**config.mk**
```make
export PLATFORM = sky130hd
export DESIGN_NAME = floor_request_queue_flat
export DESIGN_NICKNAME = d
export VERILOG_FILES = /design/src/rtl/floor_request_queue_if.sv /design/src/rtl/floor_request_queue.sv /design/src/flat_wrapper.sv
export SDC_FILE = /design/constraint.sdc
export NUM_CORES = 1
export LEC_CHECK = 0
export CAP_MARGIN = 20
export CORE_ASPECT_RATIO = 0.7
export CORE_UTILIZATION = 55
export CTS_CLUSTER_SIZE = 28
export DETAILED_ROUTE_END_ITERATION = 10
export PLACE_DENSITY = 0.8
export SYNTH_ARGS = -nofsm -noshare
export SYNTH_HDL_FRONTEND = slang
export SYNTH_SLANG_ARGS = --single-unit
```
**constraint.sdc**
```tcl
create_clock -name clk -period 5.4 [get_ports clk]
set_clock_uncertainty 0.2 [all_clocks]
set_input_delay 1.35 -clock clk [delete_from_list [all_inputs] [get_ports clk]]
set_output_delay 1.35 -clock clk [all_outputs]
set_load 0.01 [all_outputs]
```
**src/rtl/floor_request_queue_if.sv**
```systemverilog
// Call-button and scheduler bundle between the hall/car panel, the car FSM
// and the floor request queue.
interface floor_request_queue_if #(
    parameter int NUM_FLOORS = 10
);
    logic                  call_press;
    logic [3:0]            call_floor;
    logic [3:0]            current_floor;
    logic                  car_idle;
    logic [3:0]            requested_floor;
    logic [NUM_FLOORS-1:0] pending;
    logic                  req_valid;
    logic                  call_reject;

    modport master (
        output call_press,
        output call_floor,
        output current_floor,
        output car_idle,
        input  requested_floor,
        input  pending,
        input  req_valid,
        input  call_reject
    );

    modport slave (
        input  call_press,
        input  call_floor,
        input  current_floor,
        input  car_idle,
        output requested_floor,
        output pending,
        output req_valid,
        output call_reject
    );
endinterface

```
**src/rtl/floor_request_queue.sv**
```systemverilog
// Debounced call capture, pending-request bitmap and SCAN target selection
// feeding the elevator car FSM.
module floor_request_queue #(
    parameter int NUM_FLOORS      = 10,
    parameter int DEBOUNCE_CYCLES = 50000
) (
    input logic                  clk,
    input logic                  rst,
    floor_request_queue_if.slave bus
);
    localparam int CW = (DEBOUNCE_CYCLES > 1) ? $clog2(DEBOUNCE_CYCLES) : 1;

    typedef enum logic [1:0] {
        SCHED_IDLE,
        SERVE_UP,
        SERVE_DOWN
    } sched_e;

    logic [1:0]            press_sync_q;
    logic [3:0]            floor_s1_q;
    logic [3:0]            floor_s2_q;
    logic                  deb_q;
    logic                  deb_d;
    logic [CW-1:0]         cnt_q;
    logic [CW-1:0]         cnt_d;
    logic                  acc_q;
    logic                  acc_d;
    logic [3:0]            acc_floor_q;
    logic [NUM_FLOORS-1:0] pending_q;
    logic [NUM_FLOORS-1:0] pending_d;
    logic                  req_valid_q;
    logic                  reject_q;
    logic                  reject_d;
    sched_e                state_q;
    sched_e                state_d;
    logic [3:0]            target_q;
    logic [3:0]            target_d;
    logic                  up_any;
    logic                  dn_any;
    logic [3:0]            up_tgt;
    logic [3:0]            dn_tgt;

    always_comb begin
        deb_d = deb_q;
        cnt_d = '0;
        if (press_sync_q[1] != deb_q) begin
            if (cnt_q == CW'(DEBOUNCE_CYCLES - 1)) begin
                deb_d = press_sync_q[1];
            end else begin
                cnt_d = cnt_q + 1'b1;
            end
        end
    end

    assign acc_d = deb_d & ~deb_q;

    // Clear wins over set so a request at the idle car's floor is dropped.
    always_comb begin
        pending_d = pending_q;
        for (int f = 0; f < NUM_FLOORS; f++) begin
            if (acc_q && acc_floor_q == 4'(f)) begin
                pending_d[f] = 1'b1;
            end
            if (bus.car_idle && bus.current_floor == 4'(f)) begin
                pending_d[f] = 1'b0;
            end
        end
        reject_d = acc_q && ({1'b0, acc_floor_q} >= 5'(NUM_FLOORS));
    end

    always_comb begin
        up_any = 1'b0;
        dn_any = 1'b0;
        up_tgt = bus.current_floor;
        dn_tgt = bus.current_floor;
        for (int f = NUM_FLOORS - 1; f >= 0; f--) begin
            if (pending_q[f] && 4'(f) > bus.current_floor) begin
                up_any = 1'b1;
                up_tgt = 4'(f);
            end
        end
        for (int f = 0; f < NUM_FLOORS; f++) begin
            if (pending_q[f] && 4'(f) < bus.current_floor) begin
                dn_any = 1'b1;
                dn_tgt = 4'(f);
            end
        end
    end

    always_comb begin
        state_d  = state_q;
        target_d = bus.current_floor;
        unique case (state_q)
            SCHED_IDLE: begin
                if (up_any) begin
                    state_d  = SERVE_UP;
                    target_d = up_tgt;
                end else if (dn_any) begin
                    state_d  = SERVE_DOWN;
                    target_d = dn_tgt;
                end
            end
            SERVE_UP: begin
                if (up_any) begin
                    target_d = up_tgt;
                end else if (dn_any) begin
                    state_d = SERVE_DOWN;
                end else begin
                    state_d = SCHED_IDLE;
                end
            end
            SERVE_DOWN: begin
                if (dn_any) begin
                    target_d = dn_tgt;
                end else if (up_any) begin
                    state_d = SERVE_UP;
                end else begin
                    state_d = SCHED_IDLE;
                end
            end
            default: state_d = SCHED_IDLE;
        endcase
    end

    always_ff @(posedge clk or posedge rst) begin
        if (rst) begin
            press_sync_q <= '0;
            floor_s1_q   <= '0;
            floor_s2_q   <= '0;
            deb_q        <= 1'b0;
            cnt_q        <= '0;
            acc_q        <= 1'b0;
            acc_floor_q  <= '0;
            pending_q    <= '0;
            req_valid_q  <= 1'b0;
            reject_q     <= 1'b0;
            state_q      <= SCHED_IDLE;
            target_q     <= '0;
        end else begin
            press_sync_q <= {press_sync_q[0], bus.call_press};
            floor_s1_q   <= bus.call_floor;
            floor_s2_q   <= floor_s1_q;
            deb_q        <= deb_d;
            cnt_q        <= cnt_d;
            acc_q        <= acc_d;
            if (acc_d) begin
                acc_floor_q <= floor_s2_q;
            end
            pending_q    <= pending_d;
            req_valid_q  <= |pending_d;
            reject_q     <= reject_d;
            state_q      <= state_d;
            target_q     <= target_d;
        end
    end

    assign bus.requested_floor = target_q;
    assign bus.pending         = pending_q;
    assign bus.req_valid       = req_valid_q;
    assign bus.call_reject     = reject_q;
endmodule

```
**src/flat_wrapper.sv**
```systemverilog
// flat-port wrapper written by rule: the top's interface ports become plain ports
module floor_request_queue_flat 
#(
    parameter int NUM_FLOORS      = 10,
    parameter int DEBOUNCE_CYCLES = 50000
)
  (clk, rst, bus_call_press, bus_call_floor, bus_current_floor, bus_car_idle, bus_requested_floor, bus_pending, bus_req_valid, bus_call_reject);
  floor_request_queue_if #(.NUM_FLOORS(NUM_FLOORS)) bus_i ();
  input logic clk;
  input logic rst;
  input wire logic [$bits(bus_i.call_press)-1:0] bus_call_press;
  input wire logic [$bits(bus_i.call_floor)-1:0] bus_call_floor;
  input wire logic [$bits(bus_i.current_floor)-1:0] bus_current_floor;
  input wire logic [$bits(bus_i.car_idle)-1:0] bus_car_idle;
  output wire logic [$bits(bus_i.requested_floor)-1:0] bus_requested_floor;
  output wire logic [$bits(bus_i.pending)-1:0] bus_pending;
  output wire logic [$bits(bus_i.req_valid)-1:0] bus_req_valid;
  output wire logic [$bits(bus_i.call_reject)-1:0] bus_call_reject;
  assign bus_i.call_press = bus_call_press;
  assign bus_i.call_floor = bus_call_floor;
  assign bus_i.current_floor = bus_current_floor;
  assign bus_i.car_idle = bus_car_idle;
  assign bus_requested_floor = bus_i.requested_floor;
  assign bus_pending = bus_i.pending;
  assign bus_req_valid = bus_i.req_valid;
  assign bus_call_reject = bus_i.call_reject;
  floor_request_queue #(.NUM_FLOORS(NUM_FLOORS), .DEBOUNCE_CYCLES(DEBOUNCE_CYCLES)) u_core (.clk(clk), .rst(rst), .bus(bus_i));
endmodule
```
==> summary.md <==
| Metric | Value |
|---|---|
| Outcome | `completed` |
| Worst-path fanout max | `25` |
| DPL Wire Length | `4.23 mm` |
| CTS tree | `yes` |
| Core Util, Final | `68.8%` |
| Worst-Skew Late Latency | `300 ps` |
| Hold_sp | `u_core.floor_s1_q[3]` |
| Setup Crit Path Kind | `input pin to register` |
| Final worst path period share | `73.2%` |
| Largest area contributor in the netlist | `dfrtp_1` |
| Clk sinks | `50` |
| Design Area, Final | `3110 um2` |
| Worst slew pin tran | `849 ps` |
| Clock transition at path regs | `90 ps` |
| Largest net degree at the start of global routing | `51` |
| Detail Route Antenna Nets | `0` |
| Worst slack, placed | `1220 ps` |
| Clk root buf | `clkbuf_8` |
| Chip Height | `60.7 um` |
| Asr flop ratio synth | `100%` |
| Synthesized area | `2710 um2` |
| Worst reg2reg endpoint | `u_core.bus.req_valid` |
| Die X | `85.9 um` |
| # Post-CTS Setup Buffers | `0` |
| Seq/Total Area, Yosys | `46.2%` |
| Vias per inst | `6.07` |
| DR pass1 iterations | `5` |
| PortBufs | `27` |
| Setup TNS | `0 ps` |
| Clk buf depth | `2` |
| Number of DRC violations after detailed-routing iteration 0 | `316` |
| Req. time, crit path | `5370 ps` |
| Worst reg-to-reg setup slack | `3110 ps` |
| Critical path endpoint category | `register` |
| Layout cells sized above 1 | `7.64%` |
| Worst flop-to-flop path startpoint | `u_core.acc_floor_q[2]` |
| Die area | `5210 um2` |
| Hold_ws | `154 ps` |
| # DRC | `0` |
| RSZ-0062 raised after global routing | `no` |
| Pwr/cell area | `318 nW/um2` |
| Yosys Warn Count | `0` |
| Dominant synthesized flop cell | `dfrtp_1` |
| Placed insts | `371` |
| Final slew viol count | `0` |
| Netlist cell types | `57` |
| # Max-Cap Violations | `0` |
| Leakage | `1.33 nW` |
| Vias in the first global route | `1861` |
| H-tree depth | `2` |
| Syn Area/Cell | `9.34 um2` |
| Antenna diodes | `0` |
| Clock period minus worst slack | `3950 ps` |
| FF+latch count, synth | `50` |
| Multi-input logic area | `1350 um2` |
| Top-Level Pins | `28` |
| Post-synth top area share | `46.2%` |
| Most frequent cell after synthesis | `dfrtp_1` |
| Syn_nets | `303` |
| Largest cells by area after synthesis | `dfrtp_1, nor2_1, xnor2_1` |
| Core ar. | `4530 um2` |
| Hold Crit Depth | `0` |
| Starting density of the core | `59.8%` |
| Number of antenna violations at the first check in global routing | `0` |
| Fmax | `0.253 GHz` |
| Cell Rows | `20` |
| Syn-to-layout area delta | `15.0%` |
| Power, Total | `0.990 mW` |
| CTS Hold Bufs | `0` |
| R2R cell count | `5` |
| Gr ovfl total | `0` |
| Cells after Synth | `290` |
| Crit path launch | `bus_current_floor[3]` |
| Vias | `2305` |
| Final Net Count | `326` |
| Worst Hold End | `u_core.floor_s2_q[3]` |
| First-pass GRT wire length | `9.58 mm` |
| Worst min path class | `register to register` |
| Drt total wl | `5.94 mm` |
| Fin. Hold Viols | `0` |
| Peak VDD IR | `0.217 mV` |
| Fillers | `355` |
| EDFF count, synth | `0` |
| Storage element area | `1250 um2` |
| Post-synth top cells | `dfrtp_1, nor2_1, nand2_1` |
| Routed wire length per instance | `15.6 um` |
| Layout Cells excl Fill | `380` |
| Setup ws final | `1450 ps` |
| Slew headroom | `43.2%` |
| Total CTS buffers | `5` |
| Finish-stage setup viols | `0` |
| Placed cell area | `3000 um2` |
| Post-CTS Resized | `0` |
| Gp weighted congestion | `0.901` |
| Startpoint Class | `input pin` |
| Overall routing resource usage | `24.7%` |
| Arr. time, crit path | `3930 ps` |
cell usage in the layout (no fill, tap or decap), types with 7 or more instances in the layout:
master / n
nand2_1: 18
clkdlybuf4s50_1: 27
dfrtp_1: 50
inv_1: 8
a31oi_1: 7
o21ai_0: 13
nor2_1: 37
xnor2_1: 11
nand4_1: 7
a21oi_1: 17
nand3_1: 8
and3_1: 8
and2_1: 7
registers in the layout, summed over array words and instances (netlist names), 2 cells and up:
| register | flops |
|---|---|
| u_core.cnt_q | 16 |
| u_core.bus.pending | 10 |
| u_core.acc_floor_q | 4 |
| u_core.bus.requested_floor | 4 |
| u_core.floor_s1_q | 4 |
| u_core.floor_s2_q | 4 |
| u_core.press_sync_q | 2 |
| u_core.state_q | 2 |
power by group:
group	total (mW)	switching [mW]	internal [mW]
logic	0.303	0.153	0.150
registers	0.463	0.0477	0.415
clock network	0.224	0.121	0.103
final cells by class:
cell class	instances	area share, %
Multi-Input combinational cell	218	43.5
Sequential cell	50	40.2
Timing Repair Buffer	29	9.56
Clock buffer	6	2.65
Tap cell	66	2.65
Inverter	9	1.08
Clock inverter	2	0.402
layer usage:
layer | global-route usage [%] | wire [um] | vias up
li1 | - | - | 1091
met2 | 32.8 | 2360 | 132
met5 | 0 | 0 | -
met3 | 5.31 | 589 | 4
met1 | 41.0 | 2950 | 1078
met4 | 4.52 | 35 | 0
cell families after synthesis:
kind of cell,share of synthesized area (%)
buffers and inverters,3.79
AOI/OAI and AO/OA,18.4
muxes,2.86
adders and majority gates,0.462
xor gates and xnor gates,4.85
and+or+nand+nor,23.4
DFF,46.2
how the worst max path moves through the flow:
stage | endpoint | slack [ps] | cells past startpoint
3_3_place_gp | u_core.bus.req_valid | 1290 | 6
3_5_place_dp | u_core.bus.req_valid | 1220 | 6
6_report | u_core.bus.req_valid | 1450 | 6
4_1_cts | u_core.bus.req_valid | 1530 | 6
5_1_grt | u_core.bus.req_valid | 1320 | 6
2_1_floorplan | u_core.bus.req_valid | 2330 | 5
critical path, cell delays in order:
cell,delay [ps]
clkdlybuf4s50_1,840
nor2_1,420
and3_1,240
o22ai_1,90
or4_1,500
or4b_1,480
Note: power is estimated with default switching activity, not from simulation.
